**src/rtl/multicycle_control_pkg.sv**
```systemverilog
// Shared opcodes, state encoding and datapath-select encodings for the
// multi-cycle RV32I sequencer.
package multicycle_control_pkg;

  localparam logic [6:0] OP_R      = 7'b0110011;
  localparam logic [6:0] OP_I      = 7'b0010011;
  localparam logic [6:0] OP_LOAD   = 7'b0000011;
  localparam logic [6:0] OP_STORE  = 7'b0100011;
  localparam logic [6:0] OP_BRANCH = 7'b1100011;

  localparam logic [2:0] F3_BEQ = 3'b000;
  localparam logic [2:0] F3_BNE = 3'b001;

  typedef enum logic [3:0] {
    S_FETCH  = 4'd0,
    S_DECODE = 4'd1,
    S_EXEC_R = 4'd2,
    S_EXEC_I = 4'd3,
    S_ADDR   = 4'd4,
    S_MEM_RD = 4'd5,
    S_MEM_WR = 4'd6,
    S_WB_ALU = 4'd7,
    S_WB_MEM = 4'd8,
    S_BRANCH = 4'd9
  } state_t;

  typedef enum logic [1:0] {
    ALU_ADD   = 2'b00,
    ALU_SUB   = 2'b01,
    ALU_FUNCT = 2'b10
  } alu_op_t;

  typedef enum logic [1:0] {
    SRCA_PC    = 2'b00,
    SRCA_OLDPC = 2'b01,
    SRCA_RS1   = 2'b10
  } alu_src_a_t;

  typedef enum logic [1:0] {
    SRCB_RS2  = 2'b00,
    SRCB_FOUR = 2'b01,
    SRCB_IMM  = 2'b10
  } alu_src_b_t;

endpackage

```
**src/rtl/multicycle_control_retire_counter.sv**
```systemverilog
// Retired-instruction counter; wraps modulo 2^CNT_W, async active-low clear.
module multicycle_control_retire_counter #(
  parameter int unsigned CNT_W = 32
) (
  input  logic             i_clk,
  input  logic             i_rst_n,
  input  logic             i_inc,
  output logic [CNT_W-1:0] o_count
);

  logic [CNT_W-1:0] r_count;

  always_ff @(posedge i_clk or negedge i_rst_n) begin
    if (!i_rst_n) r_count <= '0;
    else if (i_inc) r_count <= r_count + CNT_W'(1);
  end

  assign o_count = r_count;

endmodule

```
**src/rtl/multicycle_control.sv**
```systemverilog
// Multi-cycle sequencer: walks each instruction through FETCH/DECODE/EXEC/MEM/WB
// over one shared memory port and counts retired instructions.
module multicycle_control
  import multicycle_control_pkg::*;
#(
  parameter int unsigned CNT_W = 32
) (
  input  logic             CLK,
  input  logic             RST,
  input  logic [6:0]       OPCODE,
  input  logic [2:0]       FUNCT3,
  input  logic             FUNCT7_5,
  input  logic             ZERO,
  input  logic             MEM_READY,
  output logic             MEM_REQ,
  output logic             MEM_RW,
  output logic             I_OR_D,
  output logic             IR_WE,
  output logic             PC_WE,
  output logic             PC_SRC,
  output logic             REG_WE,
  output logic             MEMTOREG,
  output logic [1:0]       ALU_SRC_A,
  output logic [1:0]       ALU_SRC_B,
  output logic [1:0]       ALU_OP,
  output logic             ILLEGAL,
  output logic [3:0]       STATE,
  output logic [CNT_W-1:0] INSTRET
);

  state_t r_state;
  state_t w_next;
  logic   r_illegal;
  logic   w_set_illegal;
  logic   w_retire;
  logic   w_unused_funct7_5;

  // ALU function decode happens downstream in ALUcontrol
  assign w_unused_funct7_5 = FUNCT7_5;

  always_ff @(posedge CLK or negedge RST) begin
    if (!RST) begin
      r_state   <= S_FETCH;
      r_illegal <= 1'b0;
    end else begin
      r_state <= w_next;
      if (w_set_illegal) r_illegal <= 1'b1;
    end
  end

  always_comb begin
    w_next        = r_state;
    w_set_illegal = 1'b0;
    w_retire      = 1'b0;
    MEM_REQ       = 1'b0;
    MEM_RW        = 1'b0;
    I_OR_D        = 1'b0;
    IR_WE         = 1'b0;
    PC_WE         = 1'b0;
    PC_SRC        = 1'b0;
    REG_WE        = 1'b0;
    MEMTOREG      = 1'b0;
    ALU_SRC_A     = SRCA_PC;
    ALU_SRC_B     = SRCB_RS2;
    ALU_OP        = ALU_ADD;
    case (r_state)
      S_FETCH: begin
        MEM_REQ   = 1'b1;
        ALU_SRC_B = SRCB_FOUR;
        IR_WE     = MEM_READY;
        PC_WE     = MEM_READY;
        if (MEM_READY) w_next = S_DECODE;
      end
      S_DECODE: begin
        ALU_SRC_A = SRCA_OLDPC;
        ALU_SRC_B = SRCB_IMM;
        case (OPCODE)
          OP_R:               w_next = S_EXEC_R;
          OP_I:               w_next = S_EXEC_I;
          OP_LOAD, OP_STORE:  w_next = S_ADDR;
          OP_BRANCH: begin
            if (FUNCT3 == F3_BEQ || FUNCT3 == F3_BNE) begin
              w_next = S_BRANCH;
            end else begin
              w_set_illegal = 1'b1;
              w_next        = S_FETCH;
            end
          end
          default: begin
            w_set_illegal = 1'b1;
            w_next        = S_FETCH;
          end
        endcase
      end
      S_EXEC_R: begin
        ALU_SRC_A = SRCA_RS1;
        ALU_SRC_B = SRCB_RS2;
        ALU_OP    = ALU_FUNCT;
        w_next    = S_WB_ALU;
      end
      S_EXEC_I: begin
        ALU_SRC_A = SRCA_RS1;
        ALU_SRC_B = SRCB_IMM;
        ALU_OP    = ALU_FUNCT;
        w_next    = S_WB_ALU;
      end
      S_ADDR: begin
        ALU_SRC_A = SRCA_RS1;
        ALU_SRC_B = SRCB_IMM;
        w_next    = (OPCODE == OP_LOAD) ? S_MEM_RD : S_MEM_WR;
      end
      S_MEM_RD: begin
        MEM_REQ = 1'b1;
        I_OR_D  = 1'b1;
        if (MEM_READY) w_next = S_WB_MEM;
      end
      S_MEM_WR: begin
        MEM_REQ = 1'b1;
        MEM_RW  = 1'b1;
        I_OR_D  = 1'b1;
        if (MEM_READY) begin
          w_retire = 1'b1;
          w_next   = S_FETCH;
        end
      end
      S_WB_ALU: begin
        REG_WE   = 1'b1;
        w_retire = 1'b1;
        w_next   = S_FETCH;
      end
      S_WB_MEM: begin
        REG_WE   = 1'b1;
        MEMTOREG = 1'b1;
        w_retire = 1'b1;
        w_next   = S_FETCH;
      end
      S_BRANCH: begin
        ALU_SRC_A = SRCA_RS1;
        ALU_SRC_B = SRCB_RS2;
        ALU_OP    = ALU_SUB;
        PC_SRC    = 1'b1;
        PC_WE     = (FUNCT3 == F3_BEQ) ? ZERO : ~ZERO;
        w_retire  = 1'b1;
        w_next    = S_FETCH;
      end
      default: w_next = S_FETCH;
    endcase
    // Reset silences every strobe immediately, not just at the next edge
    if (!RST) begin
      w_set_illegal = 1'b0;
      w_retire      = 1'b0;
      MEM_REQ       = 1'b0;
      MEM_RW        = 1'b0;
      I_OR_D        = 1'b0;
      IR_WE         = 1'b0;
      PC_WE         = 1'b0;
      PC_SRC        = 1'b0;
      REG_WE        = 1'b0;
      MEMTOREG      = 1'b0;
      ALU_SRC_A     = '0;
      ALU_SRC_B     = '0;
      ALU_OP        = '0;
    end
  end

  assign STATE   = r_state;
  assign ILLEGAL = r_illegal;

  multicycle_control_retire_counter #(
    .CNT_W (CNT_W)
  ) u_retire_counter (
    .i_clk   (CLK),
    .i_rst_n (RST),
    .i_inc   (w_retire),
    .o_count (INSTRET)
  );

endmodule

```
**config.mk**
```make
export PLATFORM = sky130hd
export DESIGN_NAME = multicycle_control
export DESIGN_NICKNAME = d
export VERILOG_FILES = /design/src/rtl/multicycle_control_pkg.sv /design/src/rtl/multicycle_control_retire_counter.sv /design/src/rtl/multicycle_control.sv
export SDC_FILE = /design/constraint.sdc
export NUM_CORES = 1
export LEC_CHECK = 0
export ABC_AREA = 1
export BUFFER_PORTS_ARGS = -buffer_cell sky130_fd_sc_hd__buf_4
export CORE_UTILIZATION = 58
export DETAILED_ROUTE_END_ITERATION = 12
export GPL_TIMING_DRIVEN = 0
export PLACE_DENSITY = 0.86
export SYNTH_ARGS = -nofsm -noshare
export SYNTH_HDL_FRONTEND = slang
export SYNTH_SLANG_ARGS = --single-unit
```
**constraint.sdc**
```tcl
create_clock -name CLK -period 3.7 [get_ports CLK]
set_clock_uncertainty 0.1 [all_clocks]
set_input_delay 1.11 -clock CLK [delete_from_list [all_inputs] [get_ports CLK]]
set_output_delay 1.11 -clock CLK [all_outputs]
set_load 0.01 [all_outputs]
```
# Yosys cells after proc, flatten, opt, wreduce, memory -nomap -nowiden
# Cells that the tools add are included.
[word_totals]
register_bits = 37
input_bits = 15
output_inout_bits = 51
elab_cells = 73
[classes]
n_addsub = 1
eq_ne = 18
n_mux = 37
n_bitwise = 1
n_reduce_logical = 13
[ops]
columns = ["cell", "count"]
rows = [
  ["32-bit by 1-bit adder with 32-bit output (second input constant)", 1],
  ["4-bit one-hot mux with 6 select lines", 1],
  ["1-bit 2-to-1 mux", 21],
  ["4-bit by 3-bit equality test with 1-bit output (second input constant)", 4],
  ["4-bit 2-to-1 mux", 4],
  ["4-bit one-hot mux with 4 select lines", 1],
  ["7-bit by 6-bit equality test with 1-bit output (second input constant)", 2],
  ["2-bit one-hot mux with 2 select lines", 3],
  ["3-bit OR reduction", 3],
  ["4-bit by 2-bit equality test with 1-bit output (second input constant)", 2],
  ["4-bit equality test (second input constant)", 2],
  ["2-bit 2-to-1 mux", 4],
  ["2-bit OR reduction", 4],
  ["4-bit OR reduction", 2],
  ["7-bit by 2-bit equality test with 1-bit output (second input constant)", 1],
  ["7-bit by 5-bit equality test with 1-bit output (second input constant)", 1],
  ["7-bit equality test (second input constant)", 1],
  ["2-bit inequality test (second input constant)", 3],
  ["1-bit one-hot mux with 2 select lines", 3],
  ["4-bit by 1-bit equality test with 1-bit output (second input constant)", 1],
  ["4-bit zero test", 1],
  ["3-bit by 1-bit equality test with 1-bit output (second input constant)", 1],
  ["3-bit zero test", 1],
  ["3-bit AND reduction", 1],
  ["2 further kinds", 2],
]

# Depth between registers and ports, before layout
# Gate-level depths: netlist of run 1.
[depth]
word_depth = 6
mapped_depth = 10
mapped_depth_nobuf = 10

# By module
# A second synthesis of run 1 with hierarchy kept.
[hier_totals]
hier_cells = 332
hier_area_um2 = 2371.0
[modules_own_cells]
columns = ["mod", "instances", "cells_each", "area_per_inst_um2", "seq_area_each_um2"]
rows = [
  ["multicycle_control_retire_counter", 1, 229, 1761.7, 800.8],
  ["multicycle_control", 1, 103, 609.3, 125.1],
]

# Least setup slack after synthesis of run 1
# No wires, ideal clock.
[synth_timing]
kind = "input -> output"
start = "input RST"
end = "output PC_WE"
t_arrival_ps = 1710
setup_slack_ps = 780
stages = 4
n_path_buf = 0
cell_sequence = "inv_2 -> nor2_1 -> inv_1 -> o22ai_1"
[synth_between]
elab_chain_cells = 1
[synth_lines]
columns = ["item", "line_no", "rtl"]
rows = [
  ["start: declaration", "multicycle_control.sv:9", "input logic RST,"],
  ["1-bit 2-to-1 mux", "multicycle_control.sv:149", "if (!RST) begin"],
  ["end: declaration", "multicycle_control.sv:19", "output logic PC_WE,"],
]
# No other way between the ends.

# Final worst setup path of run 1
# Ends and elaborated chain as after synthesis.

==> results of run 1 <==
==> layer usage <==
metal / global-route usage / vias up / share of wire
li1: - / 1351 / -
met1: 0.350 / 1198 / 0.41
met2: 0.493 / 110 / 0.50
met3: 0.0610 / 15 / 0.064
met4: 0.116 / 0 / 0.023
met5: 0 / - / 0
==> flip-flops by register name, summed over array words and instances, names as in the netlist <==
| name | flops |
|---|---|
| ILLEGAL | 1 |
| u_retire_counter.o_count | 32 |
| STATE | 4 |
==> final cells by class <==
type / instances / share of cell area
multi-input combinational: 299 / 0.450
sequential: 37 / 0.285
timing repair buffer: 64 / 0.149
inverter: 44 / 0.0507
clock buffer: 7 / 0.0265
tap: 52 / 0.0200
buffer: 7 / 0.0192
==> cell families (layout without fill, tap and decap cells) <==
| group | Yosys count | after routing | synth area share |
|---|---|---|---|
| DFF | 37 | 37 | 0.354 |
| xor gates and xnor gates | 18 | 18 | 0.0803 |
| adders and majority gates | 1 | 1 | 0.00478 |
| buffers and inverters | 51 | 122 | 0.0870 |
| AOI/OAI and AO/OA | 15 | 15 | 0.0339 |
| and+or+nand+nor | 265 | 265 | 0.441 |
==> cell usage in the layout, fill, tap and decap left out, types with 2 or more instances in the layout <==
| master | count |
|---|---|
| nor3b_1 | 2 |
| buf_6 | 3 |
| nand2_2 | 9 |
| nand3_1 | 32 |
| nand4_1 | 12 |
| inv_1 | 42 |
| xnor2_2 | 7 |
| nor3_1 | 2 |
| xor2_1 | 7 |
| o21ai_0 | 5 |
| xnor2_1 | 4 |
| a21oi_1 | 4 |
| nor2_1 | 60 |
| o22ai_1 | 2 |
| nand2_1 | 134 |
| nand2_4 | 2 |
| inv_2 | 2 |
| nor2_4 | 2 |
| dfrtp_1 | 37 |
| clkbuf_1 | 3 |
| buf_4 | 64 |
| nor2_2 | 7 |
| clkbuf_8 | 6 |
==> worst reg2reg max path, cell delays in order (launching register included) <==
cell and delay (ns):
dfrtp_1 0.43, ha_1 0.24, nand3_1 0.13, nor2_2 0.13, nand2_1 0.12, nor2_1 0.26, nand2_2 0.13, xnor2_2 0.14
==> power groups by stage <==
stage	registers [mW]	clock network, mW	logic (mW)
3_3_place_gp	0.543	0	0.542
4_1_cts	0.538	0.288	0.565
5_1_grt	0.547	0.310	0.617
2_1_floorplan	0.554	0	0.320
6_report	0.539	0.287	0.564
3_5_place_dp	0.545	0	0.562
==> worst paths after layout <==
kind | start | endpoint | slack [ns] | cells after the start
min reg2reg | ILLEGAL$_DFFE_PN0P_ | ILLEGAL$_DFFE_PN0P_ | 0.39 | 1
min | ILLEGAL$_DFFE_PN0P_ | ILLEGAL$_DFFE_PN0P_ | 0.39 | 1
max reg2reg | u_retire_counter.o_count[0]$_DFFE_PN0P_ | u_retire_counter.o_count[14]$_DFFE_PN0P_ | 1.90 | 7
max | RST | PC_WE | 0.31 | 6
min in group asynchronous | RST | u_retire_counter.o_count[3]$_DFFE_PN0P_ | 0.62 | 1
max in group asynchronous | RST | u_retire_counter.o_count[14]$_DFFE_PN0P_ | 2.60 | 1
==> Yosys cell counts (2+ instances only) <==
| cell | instances |
|---|---|
| clkbuf_1 | 2 |
| xnor2_2 | 7 |
| nor2_2 | 7 |
| nor3_1 | 2 |
| o21ai_0 | 5 |
| buf_6 | 2 |
| nor2_1 | 60 |
| nand3_1 | 32 |
| inv_2 | 2 |
| inv_1 | 42 |
| xor2_1 | 7 |
| nand2_4 | 2 |
| a21oi_1 | 4 |
| o22ai_1 | 2 |
| xnor2_1 | 4 |
| nand2_2 | 9 |
| nand2_1 | 134 |
| nand4_1 | 12 |
| dfrtp_1 | 37 |
| nor3b_1 | 2 |
| nor2_4 | 2 |
==> repair_timing <==
| action | CTS | global route |
|---|---|---|
| endpoints found under the setup margin | 0 | 1 |
| resized for setup | 0 | 1 |
| buffers inserted | 0 | 0 |
==> out/qor.csv, run 1 <==
metric,value,unit
status,"complete, no violations",
CP Cell Sequence,"buf_6, inv_2, nor2_1, inv_1, o22ai_1, buf_4",
MaxCap Viol Count,0,
dpl cell area,0.00316,mm²
total power,1.39,mW
Layout area overhead,24.3,%
Psw,0.539,mW
sw frac,0.388,
Final min period,3.39,ns
RSZ-0062 raised after global routing,no,
cell taking the most area after synthesis,dfrtp_1,
clk buf depth,2,
row cnt,24,
startpoint types,input pin,
clk sink count,37,
number of DRC markers in iteration 0,169,
GP Congestion,0.902,
ratio of cells with drive above 1 in the final layout,0.229,
Netlist cell types,32,
Routed WL per cell,12.6,µm
Pleak,1.65,nW
worst min path class,reg -> reg,
Crit. End Element,primary output,
port buffer count,64,
H-tree depth,2,
multi-input logic area,0.00147,mm²
Worst VDD drop,0.384,mV
global-route wire length before repair,11.1,mm
sequential area share after synthesis,0.354,
CP max stage cell,buf_6,
largest net degree at the start of global routing,42,
"Period Utilization, post-route",0.916,
post-route setup slack,0.311,ns
Global Route Usage Sum,0.287,
clock root cell,clkbuf_8,
power density over cell area,427,mW/mm²
crit path buf inv count,4,
Synth Register Bits,37,
Synth Area per Inst,6.77,µm²
Worst Max-Slew Pin Slew,0.415,ns
"Async S/R FF share, synth",1.00,
Yosys top cell area share,0.354,
post-synthesis cell area,0.00262,mm²
HPWL Detailed,5.03,mm
Clk pwr share,0.207,
register area,926,µm²
Worst-path clk slew,0.07,ns
"EDFF count, synth",0,
CTS tree,yes,
Synthesis Warnings,0,
fin nets,474,
top post-synthesis cells by area,"dfrtp_1, nand2_1, nor2_1",
Cells after DPL,503,
"Net Count, Synth",403,
"critical path fanouts, max",41,
initial antenna violation count,0,
hold buffers post-CTS,0,
Die ar.,0.00479,mm²
Placeable Area,0.00435,mm²
Internal,0.850,mW
final wirelength,6.44,mm
drc violations,0,
Synth Instances,387,
Final Core Density,0.747,
Comb power frac,0.406,
slew margin rel.,0.723,
drt pass-1 iters,7,
WP data required,2.49,ns
vias after detailed routing,2674,
crit-path max cell delay,0.31,ns
n_diodes,0,
Fin Hold WS,0.388,ns
vias in the first global route,2510,
"Arr. time, crit path",2.18,ns
gr ovfl total,0,
Reg power frac,0.388,
final setup fails,0,
Post-Layout Inst Area,0.00325,mm²
Worst-Skew Late Latency,0.29,ns
Die Y,69.2,µm
initial core utilization,0.601,
clock buffer count from CTS,5,
Via density,5.24,
non-filler instance count after layout,510,
die width,69.2,µm
Setup CP Type,in -> out,
Setup WS pre-CTS,0.147,ns
max-slew violations,0,
Fin. Hold Viols,0,
Fill cells,351,
IO Pins,66,
Fin Setup TNS,0,ns
Final ANT Viol Nets,0,
kind of cell adding the most delay to the critical path,buffers and inverters,
Synth Flop Type,dfrtp_1,
f_max,0.295,GHz
Power figures use the tool's default switching activity.
==> run 2: changes to the inputs <==
CORE_UTILIZATION = 54   (was 58)
PLACE_DENSITY = 0.81   (was 0.86)
clock period = 3.5 ns   (was 3.7 ns; I/O delays follow)
==> out/qor.csv, run 2 (synthesis gave the netlist of run 1 again) <==
metric,value,unit,change
crit-path max cell delay,0.37,ns,+0.06 ns
GP Congestion,0.900,,-0.27%
Final ANT Viol Nets,0,,unchanged
Global Route Usage Sum,0.262,,-0.0249
fin nets,474,,unchanged
"commonest non-fill, non-tap cell in the layout",nand2_1,,
vias after detailed routing,2661,,-0.49%
dpl cell area,0.00316,mm²,unchanged
clock root cell,clkbuf_8,,
WP data required,2.35,ns,-0.14 ns
initial antenna violation count,0,,unchanged
global-route wire length before repair,10.7,mm,-3.6%
post-route setup slack,0.213,ns,-0.0982 ns
Worst-Skew Late Latency,0.29,ns,about the same
Die ar.,0.00513,mm²,+7.2%
n_diodes,0,,unchanged
MaxCap Viol Count,0,,unchanged
drc violations,0,,unchanged
R2R depth,7,,unchanged
Worst VDD drop,0.386,mV,+0.56%
Setup CP Type,in -> out,,
Fin Setup TNS,0,ns,unchanged
slew margin rel.,0.693,,-0.0300
RR Startpoint,u_retire_counter.o_count[0]$_DFFE_PN0P_,,
final wirelength,6.38,mm,-0.93%
gr ovfl total,0,,unchanged
drt pass-1 iters,5,,-2
worst min path class,reg -> reg,,
Fin. Hold Viols,0,,unchanged
"Arr. time, crit path",2.14,ns,-0.04 ns
Crit. End Element,primary output,,
f_max,0.304,GHz,
CTS tree,yes,,
status,"complete, no violations",,
power density over cell area,457,mW/mm²,+6.9%
Final min period,3.29,ns,
Layout area overhead,24.8,%,
hold buffers post-CTS,0,,unchanged
Placeable Area,0.00450,mm²,+3.4%
vias in the first global route,2421,,-3.5%
port buffer count,64,,unchanged
H-tree depth,2,,unchanged
HPWL Detailed,4.98,mm,-0.85%
reg2reg end,u_retire_counter.o_count[14]$_DFFE_PN0P_,,
ratio of cells with drive above 1 in the final layout,0.233,,+0.00386
CP Cell Sequence,"buf_6, inv_2, nor3_1, buf_4",,
row cnt,24,,unchanged
Worst Max-Slew Pin Slew,0.460,ns,+0.0450 ns
CP max stage cell,nor3_1,,
die width,71.6,µm,+3.5%
r2r setup slk,1.72,ns,-0.18 ns
CTS resizes,0,,unchanged
Routed WL per cell,12.5,µm,-1.1%
Post-CTS Setup Bufs,0,,unchanged
startpoint types,input pin,,
"Period Utilization, post-route",0.939,,
Pleak,1.66,nW,+0.60%
initial core utilization,0.581,,-0.0200
Die Y,71.6,µm,+3.5%
clock buffer count from CTS,5,,unchanged
max-slew violations,0,,unchanged
most frequent cells in the layout,"nand2_1, buf_4, nor2_1",,
clk sink count,37,,unchanged
Setup WS pre-CTS,0.0665,ns,-0.0807 ns
Post-Layout Inst Area,0.00327,mm²,+0.46%
Crit. Startpoint,RST,,
Worst-path clk slew,0.08,ns,about the same
number of flip-flops in the largest register,32,,unchanged
"critical path fanouts, max",41,,unchanged
IO Pins,66,,unchanged
final setup fails,0,,unchanged
number of DRC markers in iteration 0,197,,+17%
Fin Hold WS,0.417,ns,+0.0288 ns
Setup crit end,ALU_SRC_A[0],,
Via density,5.21,,-0.68%
largest net degree at the start of global routing,42,,unchanged
RSZ-0062 raised after global routing,no,,
clk buf depth,2,,unchanged
==> run 2: cell count changes in the layout (fill, tap and decap cells not counted), sizes merged <==
cell,change
clkinv,+1
==> run 2: worst min-delay path by stage <==
stage | start | endpoint | slack [ns] | cells after the start
finish | ILLEGAL$_DFFE_PN0P_ | ILLEGAL$_DFFE_PN0P_ | 0.42 | 1
global route | ILLEGAL$_DFFE_PN0P_ | ILLEGAL$_DFFE_PN0P_ | 0.43 | 1
CTS | ILLEGAL$_DFFE_PN0P_ | ILLEGAL$_DFFE_PN0P_ | 0.41 | 1
detailed placement | ILLEGAL$_DFFE_PN0P_ | ILLEGAL$_DFFE_PN0P_ | 0.39 | 1
global placement | ILLEGAL$_DFFE_PN0P_ | ILLEGAL$_DFFE_PN0P_ | 0.37 | 1
floorplan | ILLEGAL$_DFFE_PN0P_ | ILLEGAL$_DFFE_PN0P_ | 0.41 | 1
==> run 2: area by class of cell <==
class,instances,area (µm²)
multi-input cells,299,1470
inverters,44,165
clock inverters,1,5.00
plain buffers,7,62.6
flip-flops and latches,37,926
repair buffers,64,484
clock buffers,7,96.3
well taps,52,65.1
fillers,381,1230
==> run 2: per-layer routing <==
metal  vias up  global-route usage  share of wire
met5         -                   0              0
met4         0              0.0654          0.011
met3         7              0.0464          0.051
met2        91               0.449           0.48
met1      1213               0.344           0.46
li1       1350                   -              -
==> run 2: metrics by stage <==
step           power [mW]  std cells   util
2_1_floorplan       0.924        387      -
3_3_place_gp         1.15        503  0.703
3_5_place_dp         1.17        503  0.703
4_1_cts              1.50        511  0.725
5_1_grt              1.58        511  0.726
6_report             1.49        511  0.726
==> run 2: worst max-delay path, delay by kind of cell <==
kind	cells	cell delay, ns
AND/OR/NAND/NOR	1	0.37
buffers and inverters	3	0.69
==> run 2: power by group <==
group / internal [mW] / switching, mW
Combinational: 0.257 / 0.335
Clock: 0.178 / 0.153
Sequential: 0.485 / 0.0850
Total: 0.920 / 0.573
